$ cat src/rtl/sram_mem_controller.sv
// rtl/sram_mem_controller.sv - sequences one 32-bit load/store as two timed 16-bit SRAM accesses
//
// Ports:
//   clk, rst        clock (rising edge), asynchronous active-high reset
//   mem_read        load request level from the MEM stage (read wins over write)
//   mem_write       store request level from the MEM stage
//   address         byte address; BASE_ADDR is subtracted before halfword translation
//   wdata           store data
//   rdata           registered load result, low half then high half captured
//   ready           combinational; low while a request is pending and not yet complete
//   sram_addr       halfword address to the SRAM
//   sram_dq_out     write data to the SRAM, sram_dq_oe enables the pad driver
//   sram_dq_in      read data from the SRAM
//   sram_we_n       SRAM write enable, active low

module sram_mem_controller #(
    parameter int BASE_ADDR     = 1024,
    parameter int ACCESS_CYCLES = 2
) (
    input  logic        clk,
    input  logic        rst,
    input  logic        mem_read,
    input  logic        mem_write,
    input  logic [31:0] address,
    input  logic [31:0] wdata,
    output logic [31:0] rdata,
    output logic        ready,
    output logic [17:0] sram_addr,
    output logic [15:0] sram_dq_out,
    output logic        sram_dq_oe,
    input  logic [15:0] sram_dq_in,
    output logic        sram_we_n
);

    localparam int CW = $clog2(ACCESS_CYCLES + 1);
    localparam logic [CW-1:0] LAST = CW'(ACCESS_CYCLES - 1);

    typedef enum logic [2:0] {
        IDLE,
        RD_LO,
        RD_HI,
        WR_LO,
        WR_HI,
        DONE
    } state_t;

    state_t        state;
    state_t        state_next;
    logic [CW-1:0] cnt;
    logic          phase_last;
    logic          in_phase;
    logic [16:0]   word_in;
    logic [16:0]   word_q;
    logic [31:0]   wdata_q;
    logic [16:0]   cur_word;
    logic [31:0]   cur_wdata;

    // Word index wraps modulo 2^32 before the shift; only 17 bits reach the pins.
    assign word_in    = 17'((address - 32'(BASE_ADDR)) >> 2);
    assign phase_last = (cnt == LAST);
    assign in_phase   = (state == RD_LO) || (state == RD_HI) ||
                        (state == WR_LO) || (state == WR_HI);

    // The output registers are loaded from the next state, so on the IDLE
    // edge the request inputs are used directly; afterwards the latched copy.
    assign cur_word  = (state == IDLE) ? word_in : word_q;
    assign cur_wdata = (state == IDLE) ? wdata   : wdata_q;

    always_ff @(posedge clk or posedge rst) begin
        if (rst) begin
            state <= IDLE;
        end else begin
            state <= state_next;
        end
    end

    always_comb begin
        state_next = state;
        ready      = 1'b0;
        case (state)
            IDLE: begin
                if (mem_read) begin
                    state_next = RD_LO;
                end else if (mem_write) begin
                    state_next = WR_LO;
                end
                ready = !mem_read && !mem_write;
            end
            RD_LO: if (phase_last) state_next = RD_HI;
            RD_HI: if (phase_last) state_next = DONE;
            WR_LO: if (phase_last) state_next = WR_HI;
            WR_HI: if (phase_last) state_next = DONE;
            DONE: begin
                // Always return to IDLE so a request still held here is not re-issued.
                state_next = IDLE;
                ready      = 1'b1;
            end
            default: state_next = IDLE;
        endcase
    end

    // Phase counter restarts on every state change and counts cycles within a phase.
    always_ff @(posedge clk or posedge rst) begin
        if (rst) begin
            cnt <= '0;
        end else if (state_next != state) begin
            cnt <= '0;
        end else if (in_phase) begin
            cnt <= cnt + CW'(1);
        end
    end

    always_ff @(posedge clk or posedge rst) begin
        if (rst) begin
            word_q  <= '0;
            wdata_q <= '0;
        end else if (state == IDLE && state_next != IDLE) begin
            word_q  <= word_in;
            wdata_q <= wdata;
        end
    end

    // Load data is sampled on the last cycle of each read phase, giving the
    // SRAM the full phase to settle.
    always_ff @(posedge clk or posedge rst) begin
        if (rst) begin
            rdata <= '0;
        end else if (phase_last && state == RD_LO) begin
            rdata[15:0] <= sram_dq_in;
        end else if (phase_last && state == RD_HI) begin
            rdata[31:16] <= sram_dq_in;
        end
    end

    // SRAM pins are registered so address, data and strobes change together.
    // Address and data hold their last value while the bus is idle.
    always_ff @(posedge clk or posedge rst) begin
        if (rst) begin
            sram_addr   <= '0;
            sram_dq_out <= '0;
            sram_dq_oe  <= 1'b0;
            sram_we_n   <= 1'b1;
        end else begin
            case (state_next)
                RD_LO: begin
                    sram_addr  <= {cur_word, 1'b0};
                    sram_dq_oe <= 1'b0;
                    sram_we_n  <= 1'b1;
                end
                RD_HI: begin
                    sram_addr  <= {cur_word, 1'b1};
                    sram_dq_oe <= 1'b0;
                    sram_we_n  <= 1'b1;
                end
                WR_LO: begin
                    sram_addr   <= {cur_word, 1'b0};
                    sram_dq_out <= cur_wdata[15:0];
                    sram_dq_oe  <= 1'b1;
                    sram_we_n   <= 1'b0;
                end
                WR_HI: begin
                    sram_addr   <= {cur_word, 1'b1};
                    sram_dq_out <= cur_wdata[31:16];
                    sram_dq_oe  <= 1'b1;
                    sram_we_n   <= 1'b0;
                end
                default: begin
                    sram_dq_oe <= 1'b0;
                    sram_we_n  <= 1'b1;
                end
            endcase
        end
    end

endmodule

$ cat config.mk
export PLATFORM = sky130hd
export DESIGN_NAME = sram_mem_controller
export DESIGN_NICKNAME = d
export VERILOG_FILES = /design/src/rtl/sram_mem_controller.sv
export SDC_FILE = /design/constraint.sdc
export NUM_CORES = 1
export LEC_CHECK = 0
export ABC_AREA = 1
export CAP_MARGIN = 20
export CORE_MARGIN = 2
export CORE_UTILIZATION = 37
export CTS_BUF_LIST = sky130_fd_sc_hd__clkbuf_2
export CTS_CLUSTER_DIAMETER = 120
export DETAILED_ROUTE_END_ITERATION = 8
export GPL_ROUTABILITY_DRIVEN = 0
export GPL_TIMING_DRIVEN = 0
export PLACE_DENSITY = 0.67
export SYNTH_ARGS = -nofsm -noshare
export SYNTH_HDL_FRONTEND = slang
export SYNTH_SLANG_ARGS = --single-unit
$ cat constraint.sdc
create_clock -name clk -period 7.63 [get_ports clk]
set_clock_uncertainty 0.15 [all_clocks]
set_input_delay 1.526 -clock clk [delete_from_list [all_inputs] [get_ports clk]]
set_output_delay 1.526 -clock clk [all_outputs]
set_load 0.01 [all_outputs]
* After elaboration in Yosys (flattened, before gate mapping)
Index checks and enable logic that the tools add are counted.
Operators by class: add/sub/neg operators 2, eq/ne operators 11, mux-type cells 15, bitwise logic cells 1, reduce and logical (&&, ||, !) cells 19
Operator list (number):
- one-hot mux 18 bit (2 select lines) | 1
- two-way mux 32 bit | 1
- one-hot mux 16 bit (2 select lines) | 1
- subtractor 19 x 11 -> 19 bit, second input constant | 1
- two-way mux 17 bit | 1
- two-way mux 3 bit | 5
- equality test 3 x 2 -> 1 bit, second input constant | 4
- one-hot mux 3 bit (4 select lines) | 1
- equality test 3 bit, second input constant | 3
- OR reduction 2 bit | 4
- equality test 3 x 1 -> 1 bit, second input constant | 2
- nonzero test 2 bit | 3
- logical AND 1 bit | 4
- two-way mux 2 bit | 2
- logical NOT 3 bit | 1
- logical OR 1 bit | 3
- != test 3 bit | 1
- nonzero test 3 bit | 1
- adder 2 x 1 -> 2 bit, second input constant | 1
- equality test 2 x 1 -> 1 bit, second input constant | 1
- logical NOT 1 bit | 2
- two-way mux 1 bit | 2
- one-hot mux 1 bit (2 select lines) | 1
- AND reduction 2 bit | 1
- NOT 1 bit | 1
Word-level totals: register bits 122, input port bits 84, output and inout port bits 69, logic and storage cells 58

* Depth between registers and ports, before layout
Gate-level depths: netlist of run 1.
depth after elaboration 6, gate-level depth with buffers 12, gate-level depth less buffers 11

* Worst setup path after synthesis of run 1
No wires, ideal clock.
path type input to output, start point input mem_read, end point output ready, arrival 1.964 ns, data required time 5.954 ns, setup slack 3.990 ns, cell stages on the path 3, buffers on the path 0, path through inv_1 -> nand2_1 -> o21ai_0
On the way: cells in the longest elaborated chain, start to end 3
Ends and longest elaborated chain:
- start: declaration | line 22 | input logic mem_read,
- logical NOT 1 bit | line 87 | ready = !mem_read && !mem_write;
- logical AND 1 bit | line 87
- one-hot mux 1 bit (2 select lines) | line 80 | case (state)
- end: declaration | line 27 | output logic ready,
No other way between the ends.

* Worst setup path after layout of run 1
start point input mem_write, end point output ready
On the way: cells in the longest elaborated chain, start to end 3
Ends and longest elaborated chain:
- start: declaration | line 23 | input logic mem_write,
- logical NOT 1 bit | line 87
- logical AND 1 bit | line 87
- one-hot mux 1 bit (2 select lines) | line 80
No other way between the ends.

==> qor.csv, run 1 <==
stage;metric;value;unit
outcome;status;finished, final reports clean;
placement;dpl.hpwl;10800;um
clocking;cts_hold_buf;0;
finish;finalNetCount;959;
finish;multi_input_area;2170;um^2
logic_synthesis;syn_area_per_cell;8.02;um^2
clocking;clockBufferDepth;2;
route;route.vias.total;5114;
floorplan;fp.coreArea;15200;um^2
critical_path;crit_chain;clkdlybuf4s50_1 -> inv_1 -> nand2_1 -> o21ai_0 -> clkdlybuf4s50_1;
logic_synthesis;yosysWarnings;0;
global_routing;track_usage;19.2;%
route;vias_per_cell;4.77;
logic_synthesis;synth_cells;716;
logic_synthesis;synth.largest_area_cell;dfrtp_1;
critical_path;cpLargestDelayFamily;buffers and inverters;
route;drt_iter0_markers;381;
critical_path;critPathArrivalTime;2950;ps
finish;area_growth;32.0;%
logic_synthesis;synth_seq_area_share;53.2;%
job;max-cap-violations;0;
route;wirelength;15000;um
logic_synthesis;ys_ff_latch;122;
clocking;cts.clk_slew.worst_paths;170;ps
floorplan;initial_core_util;37.8;%
pwr;ir_drop;0.000214;V
route;route.met2.wl;6940;um
route;detail-route-antenna-nets;0;
hold_path;hold_path.class;flip-flop to flip-flop;
sta;timing.fmax;216;MHz
finish;fin_cells;1072;
clocking;insertion_delay;670;ps
floorplan;dieWidth;129;um
finish;fillers;1504;
floorplan;fp-row-count;45;
global_routing;grt_pass1_vias;4989;
pwr;p_leak;3.78;nW
logic_synthesis;netlist_area;5750;um^2
clocking;ctsResizeCount;0;
finish;register_area;3050;um^2
critical_path;path_class;input port to output pin;
critical_path;worstPathRequired;5950;ps
sta;tightest_slew;596;ps
finish;drive_above_1_share;6.90;%
pwr;power.density;445;nW/um^2
route;avgRoutedWirePerCell;14.0;um
critical_path;cp_slowest_stage_delay;600;ps
floorplan;ios;153;
logic_synthesis;syn-num-nets;802;
placement;io_buffers;137;
placement;dp.cells;1042;
critical_path;cp_slowest_cell;clkdlybuf4s50_1;
clocking;cts.sinks;122;
floorplan;die-area;16500;um^2
finish;mostFrequentLayoutCells;nand2_1 (234), clkdlybuf4s50_1 (137), o21ai_0 (130);
critical_path;worstSetupEndpointType;output pin;
route;wl_met1;7090;um
route;route.detailed.drc;0;
global_routing;grt_max_degree;70;
sta;drv_slew;0;
sta;layout_min_cycle_time;4620;ps
route;dr.pass1.iters;5;
floorplan;dieHeight;129;um
critical_path;crit_top_cell;clkdlybuf4s50_1;
critical_path;worst-path-buf-inv;3;
sta;finalCritPeriodShare;60.6;%
clocking;htreeDepth;4;
sta;setup-tns-final;0;ps
route;wl_met3;803;um
sta;finalSetupViolations;0;
clocking;root_buffer;clkbuf_2;
finish;final_common_cell;nand2_1;
finish;antenna_cells;0;
clocking;cts_buffers;17;
sta;rsz0062_at_grt;no;
clocking;cts_tree;yes;
logic_synthesis;yosysTopAreaCellShare;52.7;%
global_routing;grt_pass1_wl;24800;um
global_routing;antenna_found_initial;0;
logic_synthesis;synth_cell_types;29;
critical_path;critical_path.max_fanout;2;
critical_path;worstSetupStartpointType;input port;
logic_synthesis;netlist_top_cells_area;dfrtp_1 (53%), nand2_1 (15%), o21ai_0 (11%), inv_1 (5.9%), nand3_1 (4.5%);
sta;hold_violations;0;
route;routed.top_layer;met4;
global_routing;gr-total-overflow;0;
sta;maxSlewHeadroom;60.3;%
clocking;post-cts-setup-buffer-count;0;
worst register-to-register path, cell delays in order, from the launching register on:
cell and delay, ps:
dfrtp_1 510, o21ai_0 340, inv_1 90, nand2_2 100, nand3_4 120, o21ai_4 350, nand2_4 150, buf_6 170
nand2_1 50, nand2_1 50
Yosys cell counts:
master and number:
dfrtp_1 121, nand3_4 2, o211ai_1 1, o21ai_0 130, nand4_4 1, nand2_2 3, ha_1 2, nor2_1 14
inv_2 4, buf_4 3, inv_4 1, o21ai_4 1, buf_2 8, buf_6 1, clkbuf_1 21, inv_1 91
nand3b_1 1, nand2_4 4, dfstp_2 1, nor2_2 2, nand4_2 1, a21oi_1 1, nand4_1 8, nand3_1 52
buf_1 1, nand3_2 1, xor2_1 5, nor2_8 1, nand2_1 234
final timing paths:
path / depth (start not counted) / from / slack (ps) / to
setup / recovery: 5 / mem_write / 3010 / ready
hold / removal: 2 / sram_addr[0] / 340 / sram_addr[0]
max in group asynchronous: 3 / rst / 5480 / sram_we_n
min in group asynchronous: 2 / rst / 1100 / sram_addr[12]
hold reg to reg: 2 / sram_addr[0] / 340 / sram_addr[0]
setup reg to reg: 9 / state[1] / 5430 / sram_addr[6]
logic make-up (layout without fill, tap and decap cells):
logic type,Yosys count,after routing,synth area share (%)
AND/OR/NAND/NOR,324,324,24.8
buffers and inverters,130,298,9.04
AO/OA/AOI/OAI,133,133,11.8
XOR/XNOR,5,5,0.762
flip-flops,122,122,53.2
adder cells (fa/ha/maj),2,2,0.435
report_power, final:
part / leakage [nW] / total [W] / internal, W / switching, W
combinational: 2.17 / 0.00185 / 0.000768 / 0.00108
sequential: 1.49 / 0.00115 / 0.000976 / 0.000174
clock: 0.123 / 0.000375 / 0.000140 / 0.000234
state kept, by name (all words and copies together), names as in the netlist, 2 cells and up:
signal and cells:
sram_addr 18, cnt 2, word_q 17, sram_dq_out 16
rdata 32, wdata_q 32, state 3
final cells by class:
class                           count  area share [%]
Buffer                             34            2.06
Clock buffer                       18            1.19
Clock inverter                     12            1.44
Inverter                           96            4.85
Multi-Input combinational cell    464            28.6
Sequential cell                   122            40.3
Tap cell                          188            3.10
Timing Repair Buffer              138            18.4
through the flow:
step | hold WS [ps] | cell area, um^2 | power (W) | setup WS (ps) | utilization, %
6_report | 342 | 7580 | 0.00338 | 3010 | 49.9
5_1_grt | 377 | 7580 | 0.00372 | 2890 | 49.9
4_1_cts | 346 | 7580 | 0.00341 | 3000 | 49.9
3_5_place_dp | 308 | 7380 | 0.00303 | 3020 | 48.6
3_3_place_gp | 305 | 7350 | 0.00299 | 755 | 48.4
2_1_floorplan | 298 | 5750 | 0.00228 | 2710 | -
per-layer routing:
layer / track usage, % / up-vias
li1: - / 2576
met1: 26.8 / 2396
met2: 29.7 / 130
met3: 5.53 / 12
met4: 4.67 / 0
met5: 0 / -
Note: power is estimated with default switching activity, not from simulation.
==> run 2, diff against run 1 <==
--- a/config.mk
+++ b/config.mk
@@ -14,7 +14,7 @@
 export DETAILED_ROUTE_END_ITERATION = 8
 export GPL_ROUTABILITY_DRIVEN = 0
 export GPL_TIMING_DRIVEN = 0
-export PLACE_DENSITY = 0.67
+export PLACE_DENSITY = 0.69
 export SYNTH_ARGS = -nofsm -noshare
 export SYNTH_HDL_FRONTEND = slang
 export SYNTH_SLANG_ARGS = --single-unit
==> constraint.sdc (replaced) <==
create_clock -name clk -period 4.1 [get_ports clk]
set_clock_uncertainty 0.15 [all_clocks]
set_input_delay 0.82 -clock clk [delete_from_list [all_inputs] [get_ports clk]]
set_output_delay 0.82 -clock clk [all_outputs]
set_load 0.01 [all_outputs]
==> run 2 against run 1 <==
Compared with the run above: non-clock buffer count rose by 2; utilization grew 0.53 points; first-iteration DRC count is 22% lower; cell count up 0.47%; sequential share of layout area down 0.42 points; count of clock-buffer cells in the layout stayed put; critical path depth is the same; global-route usage barely moved; power is 90% higher; worst hold slack worse by 44 ps; routed wire length increased by 2.1%; critical endpoint unchanged.
==> qor.csv, run 2 (same netlist as run 1, synthesis figures left out) <==
stage;metric;value;unit;change
critical_path;critical_path.max_fanout;10;;+8
finish;fin_cells;1077;;+0.47%
route;route.vias.total;5242;;+2.5%
floorplan;die-area;16500;um^2;unchanged
sta;finalSetupViolations;0;;unchanged
clocking;cts_tree;yes;;
sta;drv_slew;0;;unchanged
outcome;status;finished, final reports clean;;
finish;mostFrequentLayoutCells;nand2_1 (234), clkdlybuf4s50_1 (137), o21ai_0 (130);;
clocking;htreeDepth;4;;unchanged
pwr;ir_drop;0.000378;V;+77%
route;avgRoutedWirePerCell;14.2;um;+1.7%
floorplan;dieHeight;129;um;unchanged
clocking;root_buffer;clkbuf_2;;
sta;tightest_slew;553;ps;-43.3 ps
finish;fillers;1477;;-1.8%
placement;io_buffers;137;;unchanged
finish;top_regs;rdata x32, wdata_q x32, sram_addr x18;;
finish;final_common_cell;nand2_1;;
route;detail-route-antenna-nets;0;;unchanged
placement;dpl.hpwl;11200;um;+3.1%
critical_path;worstSetupStartpointType;flip-flop;;
critical_path;worstPathRequired;3130;ps;-2820 ps
floorplan;ios;153;;unchanged
finish;drive_above_1_share;7.66;%;+0.76 points
hold_path;hold_path.class;input port to async pin;;
floorplan;fp.coreArea;15200;um^2;unchanged
clocking;insertion_delay;730;ps;+60 ps
sta;hold_violations;0;;unchanged
route;route.detailed.drc;0;;unchanged
clocking;cts.clk_slew.worst_paths;200;ps;+30 ps
sta;setup-tns-final;0;ps;unchanged
clocking;cts_buffers;17;;unchanged
clocking;cts_hold_buf;0;;unchanged
finish;area_growth;33.4;%;
floorplan;initial_core_util;37.8;%;unchanged
clocking;cts.sinks;122;;unchanged
job;max-cap-violations;0;;unchanged
sta;maxSlewHeadroom;63.1;%;+2.9 points
route;dr.pass1.iters;5;;unchanged
sta;finalCritPeriodShare;91.0;%;
critical_path;critPathArrivalTime;2760;ps;-190 ps
global_routing;grt_pass1_vias;5029;;+0.80%
sta;layout_min_cycle_time;3730;ps;
route;vias_per_cell;4.87;;+2.0%
clocking;post-cts-setup-buffer-count;0;;unchanged
pwr;power.total;0.00641;W;+90%
global_routing;grt_max_degree;41;;-41%
pwr;p_leak;3.82;nW;+0.97%
critical_path;path_class;flip-flop to output pin;;
global_routing;antenna_found_initial;1;;+1
global_routing;gr-total-overflow;0;;unchanged
critical_path;worstSetupEndpointType;output pin;;
clocking;clockBufferDepth;2;;unchanged
route;wirelength;15300;um;+2.1%
sta;rsz0062_at_grt;no;;
global_routing;grt_pass1_wl;24500;um;-1.3%
pwr;power.density;837;nW/um^2;+88%
sta;timing.fmax;268;MHz;
finish;finalNetCount;961;;+0.21%
floorplan;fp-row-count;45;;unchanged
global_routing;track_usage;19.1;%;-0.044 points
floorplan;dieWidth;129;um;unchanged
route;drt_iter0_markers;299;;-22%
placement;dp.cells;1044;;+0.19%
clocking;ctsResizeCount;0;;unchanged
-- run 2: cell count changes in the layout (fill, tap and decap cells not counted) --
| cell | delta |
|---|---|
| clkinv_1 | -3 |
| bufinv_16 | +1 |
| inv_6 | -1 |
| clkinv_2 | +2 |
| diode_2 | +1 |
| buf_16 | -1 |
| clkinvlp_4 | +1 |
| clkinv_4 | +2 |
| buf_12 | +3 |
-- run 2: final timing paths --
kind / to / depth (start not counted) / from / slack, ps
max: ready / 5 / state[1] / 370
min: wdata_q[21] / 2 / rst / 300
max reg2reg: sram_dq_out[0] / 10 / cnt[0] / 1950
min reg2reg: wdata_q[8] / 2 / wdata_q[8] / 360
max in group asynchronous: word_q[15] / 4 / rst / 2640
min in group clk: wdata_q[8] / 2 / wdata_q[8] / 360
-- run 2: final cells by class --
type	count	area [um^2]	area share (%)
tap	188	235	3.07
timing repair buffer	140	1430	18.7
clock buffer	18	90.1	1.18
sequential	122	3050	39.9
clock inverter	14	155	2.02
antenna	1	2.50	0.0327
multi-input combinational	464	2170	28.3
buffer	34	156	2.04
inverter	96	367	4.78
-- run 2: through the flow --
step	setup slack [ps]	util, %	instance area, um^2	hold slack [ps]
6_report	368	50.4	7660	298
5_1_grt	141	50.4	7660	290
4_1_cts	296	50.4	7660	269
3_5_place_dp	812	48.8	7420	321
3_3_place_gp	414	48.4	7360	311
2_1_floorplan	1630	-	5750	298
-- run 2: per-layer routing --
metal / track usage (%) / up-vias / share of wire (%)
met5: 0 / - / 0
met4: 6.52 / 0 / 1.8
met3: 5.99 / 20 / 6.7
met2: 31.2 / 174 / 48
met1: 24.3 / 2456 / 44
li1: - / 2592 / -
-- run 2: power by group --
group / internal, W / switching (W)
Combinational: 0.00143 / 0.00203
Sequential: 0.00182 / 0.000331
Clock: 0.000334 / 0.000472
-- run 2: worst max-delay path, stage by stage, from the launching register on --
cell             delay, ps
dfrtp_1                510
nor2_2                 210
nand2_4                100
clkbuf_1               260
o21ai_0                350
clkdlybuf4s50_1        610
==> run 3, diff against run 2 <==
--- a/config.mk
+++ b/config.mk
@@ -12,9 +12,11 @@
 export CTS_BUF_LIST = sky130_fd_sc_hd__clkbuf_2
 export CTS_CLUSTER_DIAMETER = 120
 export DETAILED_ROUTE_END_ITERATION = 8
+export DONT_BUFFER_PORTS = 1
 export GPL_ROUTABILITY_DRIVEN = 0
 export GPL_TIMING_DRIVEN = 0
-export PLACE_DENSITY = 0.69
+export PLACE_DENSITY = 0.54
+export SETUP_SLACK_MARGIN = 0.02
 export SYNTH_ARGS = -nofsm -noshare
 export SYNTH_HDL_FRONTEND = slang
 export SYNTH_SLANG_ARGS = --single-unit
==> constraint.sdc (replaced) <==
create_clock -name clk -period 3.8 [get_ports clk]
set_clock_uncertainty 0.15 [all_clocks]
set_input_delay 0.76 -clock clk [delete_from_list [all_inputs] [get_ports clk]]
set_output_delay 0.76 -clock clk [all_outputs]
set_load 0.01 [all_outputs]
==> run 3 against run 2 <==
Compared with the run above: clock power rose by 26%; utilization down 5.6 points; sequential share of layout area up 5.0 points; first-iteration DRC count fell by 20%; register-to-register slack lost 330 ps; worst setup slack better by 270 ps; non-clock buffer count down 91; sequential cell count unchanged; worst hold slack got worse by 210 ps; power decreased by 0.62%; critical endpoint unchanged; largest power group unchanged.
==> qor.csv, run 3 (same netlist as run 1, synthesis figures left out) <==
stage;metric;value;unit;change
critical_path;critical_path.max_fanout;10;;unchanged
global_routing;grt_max_degree;41;;unchanged
floorplan;initial_core_util;37.8;%;unchanged
finish;fillers;1542;;+4.4%
critical_path;worst-path-buf-inv;1;;-1
pwr;ir_drop;0.000325;V;-14%
floorplan;fp-row-count;45;;unchanged
critical_path;worstPathRequired;2890;ps;-240 ps
route;dr.pass1.iters;5;;unchanged
placement;place_area;6040;um^2;-18%
clocking;clockBufferDepth;2;;unchanged
clocking;ctsResizeCount;0;;unchanged
critical_path;worstSetupStartpointType;flip-flop;;
critical_path;cpLargestDelayFamily;flip-flops;;
placement;dp.cells;907;;-13%
job;max-cap-violations;0;;unchanged
hold_path;min_path_cells;2;;
global_routing;track_usage;19.0;%;-0.090 points
sta;finalSetupViolations;0;;unchanged
route;drt_iter0_markers;240;;-20%
critical_path;worstSetupEndpointType;output pin;;
floorplan;die-area;16500;um^2;unchanged
sta;finalCritPeriodShare;83.3;%;
critical_path;path_class;flip-flop to output pin;;
sta;drv_slew;0;;unchanged
global_routing;antenna_found_initial;1;;unchanged
sta;layout_min_cycle_time;3170;ps;
clocking;cts_buffers;17;;unchanged
clocking;cts_tree;yes;;
finish;final_common_cell;nand2_1;;
route;route.detailed.drc;0;;unchanged
global_routing;gr-total-overflow;0;;unchanged
floorplan;dieWidth;129;um;unchanged
finish;mostFrequentLayoutCells;nand2_1 (234), o21ai_0 (130), dfrtp_1 (121);;
clocking;insertion_delay;710;ps;-20 ps
sta;hold_violations;0;;unchanged
route;avgRoutedWirePerCell;15.3;um;+7.7%
clocking;post-cts-setup-buffer-count;0;;unchanged
placement;io_buffers;0;;-100%
sta;setup-tns-final;0;ps;unchanged
critical_path;r2r_end;sram_dq_out[10];;
sta;tightest_slew;574;ps;+20.8 ps
clocking;htreeDepth;4;;unchanged
finish;fin_cells;986;;-8.4%
clocking;cts.clk_slew.worst_paths;200;ps;about the same
critical_path;crit_chain;nor2_2 -> nand2_4 -> clkbuf_1 -> o21ai_0;;
pwr;p_leak;3.50;nW;-8.3%
route;detail-route-antenna-nets;0;;unchanged
placement;dpl.hpwl;11100;um;-0.22%
critical_path;reg2reg_from;cnt[0];;
route;route.vias.total;4942;;-5.7%
route;wirelength;15100;um;-1.4%
hold_path;hold_path.class;input port to flip-flop;;
finish;drive_above_1_share;8.66;%;+1.0 points
critical_path;ff2ff_setup_slack;1620;ps;-330 ps
global_routing;grt_pass1_vias;4993;;-0.72%
outcome;status;finished, final reports clean;;
finish;top_regs;rdata x32, wdata_q x32, sram_addr x18;;
sta;maxSlewHeadroom;61.8;%;-1.4 points
clocking;root_buffer;clkbuf_2;;
finish;fin_area;6810;um^2;-11%
route;vias_per_cell;5.01;;+3.0%
floorplan;dieHeight;129;um;unchanged
pwr;power.density;935;nW/um^2;+12%
clocking;cts.sinks;122;;unchanged
critical_path;critPathArrivalTime;2260;ps;-500 ps
critical_path;cp_slowest_stage_delay;520;ps;-90 ps
sta;rsz0062_at_grt;no;;
global_routing;grt_pass1_wl;24300;um;-0.68%
floorplan;fp.coreArea;15200;um^2;unchanged
hold_path;hold_end;wdata_q[19];;
sta;timing.fmax;316;MHz;
floorplan;ios;153;;unchanged
finish;finalNetCount;870;;-9.5%
hold_path;hold_start;wdata[19];;
critical_path;ff2ff_path_depth;10;;unchanged
critical_path;cp_slowest_cell;dfrtp_1;;
finish;area_growth;18.6;%;
[run 3: changes by cell type in the layout (fill, tap and decap cells not counted), sizes merged]
cell           before  now
clkbuf             39   38
clkdlybuf4s50     137    0
bufinv              3    5
clkinvlp            3    4
clkinv              9    4
dlygate4sd3         0   46
inv                95   98
[run 3: report_power, final]
part / switching, W / internal, W / total [W]
Clock: 0.000524 / 0.000500 / 0.00102
Sequential: 0.000578 / 0.00196 / 0.00254
Combinational: 0.00187 / 0.000944 / 0.00281
[run 3: area by class of cell]
class	count	area, um^2	share of cell area (%)
Tap cell	188	235	3.45
Inverter	96	367	5.38
Buffer	34	156	2.30
Timing Repair Buffer	49	520	7.64
Sequential cell	122	3050	44.8
Multi-Input combinational cell	464	2170	31.9
Clock inverter	15	221	3.25
Antenna cell	1	2.50	0.0367
Clock buffer	17	85.1	1.25
[run 3: what timing repair did]
| action | CTS | global route |
|---|---|---|
| hold buffers | 46 | 0 |
| setup endpoints to repair | 0 | 0 |
| endpoints found under the hold margin | 142 | 0 |
[run 3: worst max path at each step]
stage | from | end | cells past startpoint
after global placement | rst | sram_addr[1] | 1
after global routing | state[1] | ready | 4
final | state[1] | ready | 4
after floorplan | rst | cnt[0] | 1
after detailed placement | state[1] | ready | 4
after CTS | state[1] | ready | 4
[run 3: metal layers]
metal	track usage, %	part of all wire (%)	vias up
met4	7.93	1.9	0
met5	0	0	-
met1	23.3	41	2371
li1	-	-	2397
met2	31.6	50	152
met3	5.61	6.5	22
[run 3: stage by stage]
| step | hold slack, ps | util (%) | power [W] | setup slack [ps] |
|---|---|---|---|---|
| after detailed placement | 323 | 39.8 | 0.00536 | 1420 |
| after CTS | 1.16 | 44.8 | 0.00645 | 560 |
| after global placement | 312 | 39.4 | 0.00525 | 741 |
| after floorplan | 298 | - | 0.00458 | 1390 |
| final | 84.0 | 44.8 | 0.00637 | 634 |
| after global routing | 13.3 | 44.8 | 0.00698 | 468 |
